### config.mk
export PLATFORM = sky130hd
export DESIGN_NAME = dram_controller
export DESIGN_NICKNAME = d
export VERILOG_FILES = /design/src/rtl/dram_pkg.sv /design/src/rtl/dram_refresh_timer.sv /design/src/rtl/dram_controller.sv
export SDC_FILE = /design/constraint.sdc
export NUM_CORES = 1
export LEC_CHECK = 0
export ABC_AREA = 1
export ABC_CLOCK_PERIOD_IN_PS = 1800
export CELL_PAD_IN_SITES_DETAIL_PLACEMENT = 0
export CELL_PAD_IN_SITES_GLOBAL_PLACEMENT = 1
export CORE_MARGIN = 1.5
export CORE_UTILIZATION = 30
export CTS_CLUSTER_DIAMETER = 30
export DETAILED_ROUTE_END_ITERATION = 16
export PLACE_DENSITY_LB_ADDON = 0.1
export SYNTH_ARGS = -nofsm -noshare
export SYNTH_HDL_FRONTEND = slang
export SYNTH_SLANG_ARGS = --single-unit
### constraint.sdc
create_clock -name CLK -period 1.8 [get_ports CLK]
set_input_delay 0.45 -clock CLK [delete_from_list [all_inputs] [get_ports CLK]]
set_output_delay 0.45 -clock CLK [all_outputs]
set_load 0.02 [all_outputs]
### src/rtl/dram_pkg.sv
// Shared types and default timing for the FPM DRAM controller.
// Optional build macro: DRAM_REFRESH_DEBT_EN (refresh debt counter instead of a single flag).
package dram_pkg;

   // Default geometry: CPU word address A[21:1] split into row and column.
   localparam int unsigned DEF_ROW_BITS  = 11;
   localparam int unsigned DEF_COL_BITS  = 10;
   localparam int unsigned DEF_ADDR_BITS = DEF_ROW_BITS + DEF_COL_BITS;

   // Row occupies the upper ADDR bits, starting just above the column field.
   localparam int unsigned DEF_ROW_LSB   = DEF_COL_BITS;

   // Default timing in 40 MHz clock cycles.
   localparam int unsigned DEF_RAS_TO_CAS_CYCLES  = 1;
   localparam int unsigned DEF_CAS_CYCLES         = 2;
   localparam int unsigned DEF_PRECHARGE_CYCLES   = 2;
   localparam int unsigned DEF_REFRESH_INTERVAL   = 600;
   localparam int unsigned DEF_REFRESH_RAS_CYCLES = 3;

   // Width of the shared per-state cycle counter.
   localparam int unsigned CNT_BITS = 8;

   typedef enum logic [2:0] {
      StIdle,
      StRow,
      StCol,
      StCas,
      StAck,
      StPre,
      StRefCas,
      StRefRas
   } dram_state_e;

endpackage

### src/rtl/dram_refresh_timer.sv
// Refresh interval counter plus the pending-refresh record.
// Optional build macro: DRAM_REFRESH_DEBT_EN keeps a 3-bit saturating debt instead of one flag.
module dram_refresh_timer
   import dram_pkg::*;
#(
   parameter int unsigned REFRESH_INTERVAL = DEF_REFRESH_INTERVAL
) (
   input  logic CLK,
   input  logic RST,
   input  logic take,
   output logic pending
);

   localparam int unsigned TW = $clog2(REFRESH_INTERVAL);
   localparam logic [TW-1:0] LAST = TW'(REFRESH_INTERVAL - 1);

   logic [TW-1:0] cnt_q;
   logic          tick;

   assign tick = (cnt_q == LAST);

   // Free-running interval counter, wraps at REFRESH_INTERVAL-1 in every FSM state.
   always_ff @(posedge CLK) begin
      if (RST) begin
         cnt_q <= '0;
      end else if (tick) begin
         cnt_q <= '0;
      end else begin
         cnt_q <= cnt_q + TW'(1);
      end
   end

`ifdef DRAM_REFRESH_DEBT_EN
   logic [2:0] debt_q;

   // Saturating debt: tick adds one, take removes one, both together cancel.
   always_ff @(posedge CLK) begin
      if (RST) begin
         debt_q <= 3'd0;
      end else if (tick && !take && (debt_q != 3'd7)) begin
         debt_q <= debt_q + 3'd1;
      end else if (take && !tick && (debt_q != 3'd0)) begin
         debt_q <= debt_q - 3'd1;
      end
   end

   assign pending = (debt_q != 3'd0);
`else
   logic pending_q;

   // Single flag: a tick while already pending is lost; tick with take keeps it set.
   always_ff @(posedge CLK) begin
      if (RST) begin
         pending_q <= 1'b0;
      end else if (tick) begin
         pending_q <= 1'b1;
      end else if (take) begin
         pending_q <= 1'b0;
      end
   end

   assign pending = pending_q;
`endif

endmodule

### src/rtl/dram_controller.sv
// FPM DRAM sequencer for the 68000 bus: row/column mux, RAS/CAS/WE, DTACK and CBR refresh.
// Optional build macro: DRAM_REFRESH_DEBT_EN (back-to-back refreshes to pay accumulated debt).
module dram_controller
   import dram_pkg::*;
#(
   parameter int unsigned ROW_BITS           = DEF_ROW_BITS,
   parameter int unsigned COL_BITS           = DEF_COL_BITS,
   parameter int unsigned RAS_TO_CAS_CYCLES  = DEF_RAS_TO_CAS_CYCLES,
   parameter int unsigned CAS_CYCLES         = DEF_CAS_CYCLES,
   parameter int unsigned PRECHARGE_CYCLES   = DEF_PRECHARGE_CYCLES,
   parameter int unsigned REFRESH_INTERVAL   = DEF_REFRESH_INTERVAL,
   parameter int unsigned REFRESH_RAS_CYCLES = DEF_REFRESH_RAS_CYCLES
) (
   input  logic                         CLK,
   input  logic                         RST,
   input  logic [ROW_BITS+COL_BITS-1:0] ADDR,
   input  logic                         AS_n,
   input  logic                         UDS_n,
   input  logic                         LDS_n,
   input  logic                         RW,
   input  logic                         CS_DRAM_n,
   output logic [ROW_BITS-1:0]          DRAM_ADDR,
   output logic                         RAS_n,
   output logic                         CASU_n,
   output logic                         CASL_n,
   output logic                         WE_n,
   output logic                         DTACK_DRAM_n,
   output logic                         REFRESH_BUSY
);

   localparam logic [CNT_BITS-1:0] ROW_LAST = CNT_BITS'(RAS_TO_CAS_CYCLES - 1);
   localparam logic [CNT_BITS-1:0] CAS_LAST = CNT_BITS'(CAS_CYCLES - 1);
   localparam logic [CNT_BITS-1:0] PRE_LAST = CNT_BITS'(PRECHARGE_CYCLES - 1);
   localparam logic [CNT_BITS-1:0] REF_LAST = CNT_BITS'(REFRESH_RAS_CYCLES - 1);

   dram_state_e         state_q;
   logic [CNT_BITS-1:0] cnt_q;
   logic [ROW_BITS-1:0] dram_addr_q;
   logic                ras_n_q;
   logic                casu_n_q;
   logic                casl_n_q;
   logic                we_n_q;
   logic                dtack_n_q;
   logic                busy_q;

   logic                req;
   logic                refresh_pending;
   logic                refresh_take;
   logic [ROW_BITS-1:0] row_addr;
   logic [ROW_BITS-1:0] col_addr;

   assign req          = ~AS_n & ~CS_DRAM_n;
   assign row_addr     = ADDR[ROW_BITS+COL_BITS-1 -: ROW_BITS];
   assign col_addr     = ROW_BITS'(ADDR[COL_BITS-1:0]);
   // Refresh is consumed on the same edge IDLE launches REF_CAS.
   assign refresh_take = (state_q == StIdle) && refresh_pending;

   dram_refresh_timer #(
      .REFRESH_INTERVAL (REFRESH_INTERVAL)
   ) u_refresh_timer (
      .CLK     (CLK),
      .RST     (RST),
      .take    (refresh_take),
      .pending (refresh_pending)
   );

   // Main sequencer; every DRAM pin and DTACK is a register written here.
   always_ff @(posedge CLK) begin
      if (RST) begin
         state_q     <= StIdle;
         cnt_q       <= '0;
         dram_addr_q <= '0;
         ras_n_q     <= 1'b1;
         casu_n_q    <= 1'b1;
         casl_n_q    <= 1'b1;
         we_n_q      <= 1'b1;
         dtack_n_q   <= 1'b1;
         busy_q      <= 1'b0;
      end else begin
         unique case (state_q)
            StIdle: begin
               dram_addr_q <= row_addr;
               cnt_q       <= '0;
               if (refresh_pending) begin
                  casu_n_q <= 1'b0;
                  casl_n_q <= 1'b0;
                  we_n_q   <= 1'b1;
                  busy_q   <= 1'b1;
                  state_q  <= StRefCas;
               end else if (req) begin
                  ras_n_q <= 1'b0;
                  state_q <= StRow;
               end
            end

            StRow: begin
               if (AS_n) begin
                  ras_n_q   <= 1'b1;
                  casu_n_q  <= 1'b1;
                  casl_n_q  <= 1'b1;
                  we_n_q    <= 1'b1;
                  dtack_n_q <= 1'b1;
                  cnt_q     <= '0;
                  state_q   <= StPre;
               end else if (cnt_q == ROW_LAST) begin
                  dram_addr_q <= col_addr;
                  we_n_q      <= RW;
                  cnt_q       <= '0;
                  state_q     <= StCol;
               end else begin
                  cnt_q <= cnt_q + CNT_BITS'(1);
               end
            end

            StCol: begin
               if (AS_n) begin
                  ras_n_q   <= 1'b1;
                  casu_n_q  <= 1'b1;
                  casl_n_q  <= 1'b1;
                  we_n_q    <= 1'b1;
                  dtack_n_q <= 1'b1;
                  cnt_q     <= '0;
                  state_q   <= StPre;
               end else if (RW || !UDS_n || !LDS_n) begin
                  // Write data strobes trail AS_n by a CPU cycle, so wait for them here.
                  casu_n_q <= UDS_n;
                  casl_n_q <= LDS_n;
                  cnt_q    <= '0;
                  state_q  <= StCas;
               end
            end

            StCas: begin
               if (AS_n) begin
                  ras_n_q   <= 1'b1;
                  casu_n_q  <= 1'b1;
                  casl_n_q  <= 1'b1;
                  we_n_q    <= 1'b1;
                  dtack_n_q <= 1'b1;
                  cnt_q     <= '0;
                  state_q   <= StPre;
               end else if (cnt_q == CAS_LAST) begin
                  dtack_n_q <= 1'b0;
                  state_q   <= StAck;
               end else begin
                  cnt_q <= cnt_q + CNT_BITS'(1);
               end
            end

            StAck: begin
               if (AS_n) begin
                  ras_n_q   <= 1'b1;
                  casu_n_q  <= 1'b1;
                  casl_n_q  <= 1'b1;
                  we_n_q    <= 1'b1;
                  dtack_n_q <= 1'b1;
                  cnt_q     <= '0;
                  state_q   <= StPre;
               end
            end

            StPre: begin
               if (cnt_q == PRE_LAST) begin
                  busy_q  <= 1'b0;
                  cnt_q   <= '0;
                  state_q <= StIdle;
               end else begin
                  cnt_q <= cnt_q + CNT_BITS'(1);
               end
            end

            StRefCas: begin
               // CAS-before-RAS: CAS already low, now drop RAS.
               ras_n_q <= 1'b0;
               cnt_q   <= '0;
               state_q <= StRefRas;
            end

            StRefRas: begin
               if (cnt_q == REF_LAST) begin
                  ras_n_q  <= 1'b1;
                  casu_n_q <= 1'b1;
                  casl_n_q <= 1'b1;
                  we_n_q   <= 1'b1;
                  cnt_q    <= '0;
                  state_q  <= StPre;
               end else begin
                  cnt_q <= cnt_q + CNT_BITS'(1);
               end
            end

            default: begin
               state_q <= StIdle;
            end
         endcase
      end
   end

   assign DRAM_ADDR    = dram_addr_q;
   assign RAS_n        = ras_n_q;
   assign CASU_n       = casu_n_q;
   assign CASL_n       = casl_n_q;
   assign WE_n         = we_n_q;
   assign DTACK_DRAM_n = dtack_n_q;
   assign REFRESH_BUSY = busy_q;

endmodule

==> results.py, run 1 <==
metrics = {
    "status": {
        "outcome": "complete, no violations",
    },
    "setup_path": {
        "cp_top_family": "buffers and inverters",
        "worstSetupStartpointType": "flip-flop",
        "cp.arrival_ns": 1.27,
        "rr_worst_depth": 9,
        "crit_buf_inv": 1,
        "r2r_start": "cnt_q[0]$_SDFFE_PP0P_",
        "slowest_delay_ns": 0.61,
        "cp_slowest_cell": "clkdlybuf4s50_1",
        "r2r_end": "cnt_q[1]$_SDFFE_PP0P_",
        "cp.required_ns": 1.35,
        "cp-end-kind": "output pin",
        "criticalPathCategory": "flip-flop to output pin",
        "cp_max_fo": 2,
        "reg2reg_setup_slack_ns": 0.19,
        "worstPathCellList": "clkdlybuf4s50_1",
    },
    "layout": {
        "syn_to_final_growth_pct": 33.3,
        "instances_no_fill": 512,
        "final_nets": 445,
        "drive_gt1_frac": 0.133,
        "diodes": 0,
        "n_fill_cell": 790,
        "design_area_mm2": 0.00307,
    },
    "worst_hold_path": {
        "hold_depth": 2,
        "min_from": "CASL_n$_SDFFE_PP1P_",
        "hp-class": "flip-flop to flip-flop",
        "holdPathEnd": "CASL_n$_SDFFE_PP1P_",
    },
    "logic_synthesis": {
        "synth_edf_count": 0,
        "synth_ff_type": "dfxtp_1",
        "ys_ff_latch": 39,
        "syn_area_per_cell_um2": 6.51,
        "synth.distinct_cells": 33,
        "netlist_instances": 353,
        "synth_area_leader_cell": "dfxtp_1",
        "yosysTopAreaCellShare": 0.339,
        "synth_area_leaders": "dfxtp_1 (34%), nand2_1 (15%), nor2_1 (11%), nand3_1 (5.9%), inv_1 (4.6%)",
        "ys_seq_area_frac": 0.339,
        "ys_async_sr_fraction": 0,
        "ys_warn_count": 0,
        "synthesis.area_mm2": 0.00230,
        "synth.net_count": 386,
    },
    "global_route": {
        "grt_pass1_wl_um": 9920,
        "antenna_found_initial": 0,
        "grt_usage": 0.149,
        "grt_start_max_net_pins": 20,
        "first_global_vias": 2103,
        "grt.overflow.total": 0,
    },
    "timing": {
        "relSlewSlack": 0.762,
        "clock_skew_ns": 0.00543,
        "fin_ws_ns": 0.0816,
        "finalSetupViolations": 0,
        "fmax_mhz": 582,
        "finalSetupTns_ns": 0,
        "hold_viol": 0,
        "fin_crit_sh": 0.955,
        "final_max_slew_viol_count": 0,
        "rsz0062_at_grt": "no",
        "min_period_ns": 1.72,
        "worstMarginPinSlew_ns": 0.357,
    },
    "floorplanning": {
        "ios": 45,
        "core_mm2": 0.00733,
        "core.rowCount": 31,
        "dieArea_mm2": 0.00820,
        "die_h_um": 90.6,
        "initial_core_util": 0.314,
        "die_w_um": 90.6,
    },
    "route": {
        "ant_nets": 0,
        "routedWlPerCell_um": 11.6,
        "vias_per_cell": 4.52,
        "vias": 2314,
        "route.detailed.drc": 0,
        "drt-initial-drc-count": 144,
        "drt-total-wl_um": 5940,
        "dr.pass1.iters": 4,
    },
    "clocking": {
        "cts_htree_levels": 2,
        "clk_pin_slew_ns": 0.09,
        "numClockSinks": 39,
        "cts_tree": "built",
        "clock-root-buffer": "clkbuf_8",
        "cts_buffers": 5,
        "cts_buffer_depth": 2,
        "clk_latency_ns": 0.30,
    },
    "power_and_ir_drop": {
        "vdd_drop_max_mv": 0.642,
        "cellPowerDensity_mw_per_mm2": 1530,
        "total_power_mw": 4.69,
        "p_leak_nw": 1.35,
    },
    "placed_design": {
        "post-place-ws_ns": -0.255,
        "placed_cell_area_mm2": 0.00294,
        "gp_congestion": 0.829,
        "dp_hpwl_um": 4630,
        "io_buffers": 44,
        "dp_cells": 504,
    },
    "job": {
        "maxCapViolCount": 0,
    },
}
==> cells in the mapped netlist (3+ instances only) <==
cell and count:
nand2_1 91, nor2_1 65, dfxtp_1 39, inv_1 28, nand3_1 27, o21ai_0 15, a21oi_1 12, nor2_2 8
xor2_1 7, nor3_1 6, o21ai_1 6, buf_2 5, ha_1 5, nand2_2 5, nand4_1 4, o221ai_1 4
inv_2 3
==> area by class of cell <==
class | count | area (um^2) | share of cell area
clock inverter | 3 | 47.5 | 0.0155
multi-input combinational | 272 | 1350 | 0.439
timing repair buffer | 61 | 571 | 0.186
sequential | 39 | 781 | 0.255
inverter | 33 | 128 | 0.0416
clock buffer | 5 | 68.8 | 0.0224
tap | 99 | 124 | 0.0404
==> logic make-up (layout without fill, tap and decap cells) <==
family          after synthesis  in the layout  share of synthesized area
buf+inv                      42            102                     0.0762
xor+xnor                      8              8                     0.0337
fa+ha+maj                     5              5                     0.0272
flops                        39             39                      0.339
simple gates                221            221                      0.434
compound gates               38             38                     0.0898
==> worst max path at each step <==
stage | start | endpoint | slack (ns) | depth (start not counted)
floorplan | AS_n | RAS_n$_SDFFE_PP1P_ | 0.31 | 8
detailed placement | AS_n | CASU_n$_SDFFE_PP1P_ | -0.25 | 10
finish | RAS_n$_SDFFE_PP1P_ | RAS_n | 0.08 | 1
global placement | AS_n | RAS_n$_SDFFE_PP1P_ | -0.21 | 8
CTS | AS_n | CASU_n$_SDFFE_PP1P_ | 0.05 | 10
global route | state_q[1]$_SDFFE_PP0P_ | CASU_n$_SDFFE_PP1P_ | 0.02 | 9
==> report_power, final <==
part           total, mW  internal [mW]  switching, mW  leakage, nW
clock              0.783          0.421          0.362       0.0587
sequential          1.26           1.09          0.168        0.320
combinational       2.64           1.07           1.57        0.968
==> layout by cell type, fill, tap and decap left out, types with 2 or more instances in the layout <==
cell type and count:
nand2_1 91, clkdlybuf4s50_1 43, o21ai_1 6, nor2_4 2, nor4_1 2, nor2_2 9, nand3_2 2, o221ai_1 4
ha_1 5, nand4_1 4, a21oi_1 12, inv_2 4, and2_1 2, nand2_4 2, xor2_1 7, nor2_1 64
dfxtp_1 39, nand3_1 27, o21ai_0 15, nand2_2 5, buf_4 17, clkbuf_8 5, inv_1 27, nor3_1 6
==> registers in the layout, indices dropped and copies added (netlist names) <==
signal                   flops
CASU_n                       1
state_q                      3
cnt_q                        8
DTACK_DRAM_n                 1
CASL_n                       1
DRAM_ADDR                   11
REFRESH_BUSY                 1
WE_n                         1
RAS_n                        1
u_refresh_timer.cnt_q       10
u_refresh_timer.pending      1
==> what timing repair did <==
| action | in CTS | in global routing |
|---|---|---|
| resized for setup | 0 | 3 |
| setup buffers | 0 | 0 |
| setup endpoints to repair | 0 | 20 |
| hold buffers | 0 | 0 |
==> metrics by stage <==
step / utilization / hold slack (ns)
after CTS: 0.417 / 0.471
final: 0.418 / 0.465
after detailed placement: 0.402 / 0.448
after floorplan: - / 0.444
after global routing: 0.418 / 0.496
after global placement: 0.402 / 0.441
==> per-layer routing <==
metal  part of all wire  GRT usage
met4              0.010     0.0476
met2               0.46      0.239
met3              0.037     0.0286
met5                  0          0
met1               0.50      0.200
No activity file was read; power rests on OpenSTA's default activity.
==> run 2, diff against run 1 <==
--- a/config.mk
+++ b/config.mk
@@ -5,12 +5,11 @@
 export SDC_FILE = /design/constraint.sdc
 export NUM_CORES = 1
 export LEC_CHECK = 0
-export ABC_AREA = 1
 export ABC_CLOCK_PERIOD_IN_PS = 1800
 export CELL_PAD_IN_SITES_DETAIL_PLACEMENT = 0
 export CELL_PAD_IN_SITES_GLOBAL_PLACEMENT = 1
 export CORE_MARGIN = 1.5
-export CORE_UTILIZATION = 30
+export CORE_UTILIZATION = 38
 export CTS_CLUSTER_DIAMETER = 30
 export DETAILED_ROUTE_END_ITERATION = 16
 export PLACE_DENSITY_LB_ADDON = 0.1
==> run 2 against run 1 <==
Worst hold slack worse by 0.0018 ns; clock skew is 0.0029 ns higher; register-to-register slack worse by 0.14 ns; wire length is 7.3% lower; non-clock buffer count is 28 higher; largest cell class unchanged; die area is 26% lower; critical path type is now primary input to flip-flop; largest power group unchanged; global-route usage is 3.2 points higher; critical path depth is 5 higher.
==> results.py, run 2 <==
metrics = {
    "placed_design": {
        "post-place-ws_ns": -0.534,
        "gp_congestion": 0.857,
        "dp_hpwl_um": 3760,
        "placed_cell_area_mm2": 0.00292,
        "dp_cells": 388,
        "io_buffers": 44,
    },
    "setup_path": {
        "r2r_start": "cnt_q[1]$_SDFFE_PP0P_",
        "critPathCapture": "state_q[0]$_SDFFE_PP0P_",
        "cp-end-kind": "flip-flop",
        "worstSetupStartpoint": "AS_n",
        "r2r_end": "cnt_q[7]$_SDFFE_PP0P_",
        "cp_max_fo": 4,
        "cp.arrival_ns": 1.94,
        "criticalPathCategory": "primary input to flip-flop",
        "reg2reg_setup_slack_ns": 0.05,
        "cp.required_ns": 1.98,
        "rr_worst_depth": 7,
        "worstSetupStartpointType": "primary input",
    },
    "worst_hold_path": {
        "hp-class": "flip-flop to flip-flop",
        "min_from": "u_refresh_timer.cnt_q[0]$_SDFF_PP0_",
    },
    "status": {
        "outcome": "complete, no violations",
    },
    "global_route": {
        "grt_pass1_wl_um": 8850,
        "grt_busiest_layer": "met2",
        "first_global_vias": 1922,
        "antenna_found_initial": 0,
        "grt_start_max_net_pins": 22,
        "met2_usage": 0.270,
        "grt_usage": 0.181,
        "grt.overflow.total": 0,
        "use_met1": 0.242,
        "met3_usage": 0.0576,
    },
    "route": {
        "dr.pass1.iters": 4,
        "routedWlPerCell_um": 13.7,
        "vias": 2061,
        "route.detailed.drc": 0,
        "ant_nets": 0,
        "vias_per_cell": 5.13,
        "drt-total-wl_um": 5500,
        "drt-initial-drc-count": 184,
    },
    "floorplanning": {
        "die_w_um": 78.0,
        "core.rowCount": 27,
        "die_h_um": 78.0,
        "initial_core_util": 0.390,
        "ios": 45,
        "dieArea_mm2": 0.00608,
        "core_mm2": 0.00547,
    },
    "timing": {
        "fin_crit_sh": 0.973,
        "min_period_ns": 1.75,
        "fmax_mhz": 571,
        "worstMarginPinSlew_ns": 0.362,
        "clock_skew_ns": 0.00833,
        "finalSetupViolations": 0,
        "final_max_slew_viol_count": 0,
        "relSlewSlack": 0.756,
        "hold_viol": 0,
        "fin_ws_ns": 0.0480,
    },
    "logic_synthesis": {
        "synth_commonest_cells": "nor2_1 (44), dfxtp_1 (39), mux2i_1 (14)",
        "ys_ff_latch": 39,
        "synth.distinct_cells": 58,
        "ys_warn_count": 0,
        "netlist_instances": 247,
        "syn_area_per_cell_um2": 8.64,
        "synth_edf_count": 0,
        "yosysTopAreaCellShare": 0.366,
        "synth_most_common_cell": "nor2_1",
        "synth.net_count": 280,
        "synth_area_leader_cell": "dfxtp_1",
        "synth_area_leaders": "dfxtp_1 (37%), nor2_1 (7.7%), mux2i_1 (6.6%), a211oi_1 (4.2%), xor2_1 (3.7%)",
        "synthesis.area_mm2": 0.00213,
        "ys_seq_area_frac": 0.366,
        "ys_async_sr_fraction": 0,
        "synth_ff_type": "dfxtp_1",
    },
    "layout": {
        "largest_reg_flops": 11,
        "final_nets": 362,
        "diodes": 0,
        "final_cell_mix": "nor2_1 (40), clkdlybuf4s50_1 (40), buf_4 (39)",
        "instances_no_fill": 402,
        "post-route-util": 0.583,
        "syn_to_final_growth_pct": 49.6,
        "drive_gt1_frac": 0.285,
        "design_area_mm2": 0.00319,
    },
    "clocking": {
        "cts_tree": "built",
        "holdBufCountCts": 0,
        "cts_buffers": 5,
        "numClockSinks": 39,
        "clock-root-buffer": "clkbuf_8",
        "cts_buffer_depth": 2,
        "cts_htree_levels": 2,
        "clk_latency_ns": 0.29,
        "clk_pin_slew_ns": 0.08,
    },
    "power_and_ir_drop": {
        "vdd_drop_max_mv": 0.721,
        "p_leak_nw": 1.25,
        "cellPowerDensity_mw_per_mm2": 1360,
    },
    "job": {
        "maxCapViolCount": 0,
    },
}
==> run 2: where the power goes <==
group | total, mW | internal [mW] | switching [mW]
combinational | 2.58 | 1.32 | 1.26
clock | 0.581 | 0.272 | 0.308
sequential | 1.20 | 1.05 | 0.145
==> run 2: metrics by stage <==
step,power [mW],TNS [ns],hold WS (ns)
3_5_place_dp,3.41,-9.06,0.452
2_1_floorplan,2.54,0,0.430
3_3_place_gp,3.42,-9.00,0.447
4_1_cts,4.06,-0.0155,0.469
6_report,4.36,0,0.463
5_1_grt,4.65,-0.0446,0.514
==> run 2: layout make-up <==
cell class / count / area, um^2
clock buffers: 7 / 76.3
clock inverters: 1 / 5.00
fillers: 520 / 2280
inverters: 7 / 26.3
multi-input cells: 187 / 1390
flip-flops and latches: 39 / 788
well taps: 72 / 90.1
repair buffers: 89 / 821
==> run 2: cells by family after synthesis <==
logic type	Yosys count	synth area share
AOI/OAI and AO/OA	46	0.163
DFF	39	0.366
buffers and inverters	21	0.0446
adders and majority gates	5	0.0293
xor gates and xnor gates	14	0.0574
muxes	17	0.0815
and+or+nand+nor	105	0.258
==> run 2: critical path, cell delays in order <==
cell	delay (ns)
dlygate4sd2_1	0.28
or4b_4	0.50
a21boi_4	0.17
o311a_4	0.15
nand2_4	0.07
mux2_1	0.31
==> run 2: how the worst min path moves through the flow <==
stage,end,slack (ns),cells after the start
floorplan,u_refresh_timer.cnt_q[0]$_SDFF_PP0_,0.43,1
global placement,u_refresh_timer.cnt_q[0]$_SDFF_PP0_,0.45,1
detailed placement,u_refresh_timer.cnt_q[0]$_SDFF_PP0_,0.45,1
CTS,u_refresh_timer.cnt_q[0]$_SDFF_PP0_,0.47,1
global route,u_refresh_timer.cnt_q[0]$_SDFF_PP0_,0.51,1
finish,u_refresh_timer.cnt_q[0]$_SDFF_PP0_,0.46,1
==> run 2: what timing repair did <==
item                       in CTS  in global routing
resized for setup              10                 35
cloned                          0                  2
setup endpoints to repair      13                 22
pin swaps                       5                 18
hold endpoints to repair        0                  0
buffers inserted                2                  2
==> run 2: per-layer routing <==
layer,wire length (um),vias up
li1,-,1042
met1,2600,954
met2,2510,56
met3,307,9
met4,85,0
met5,0,-
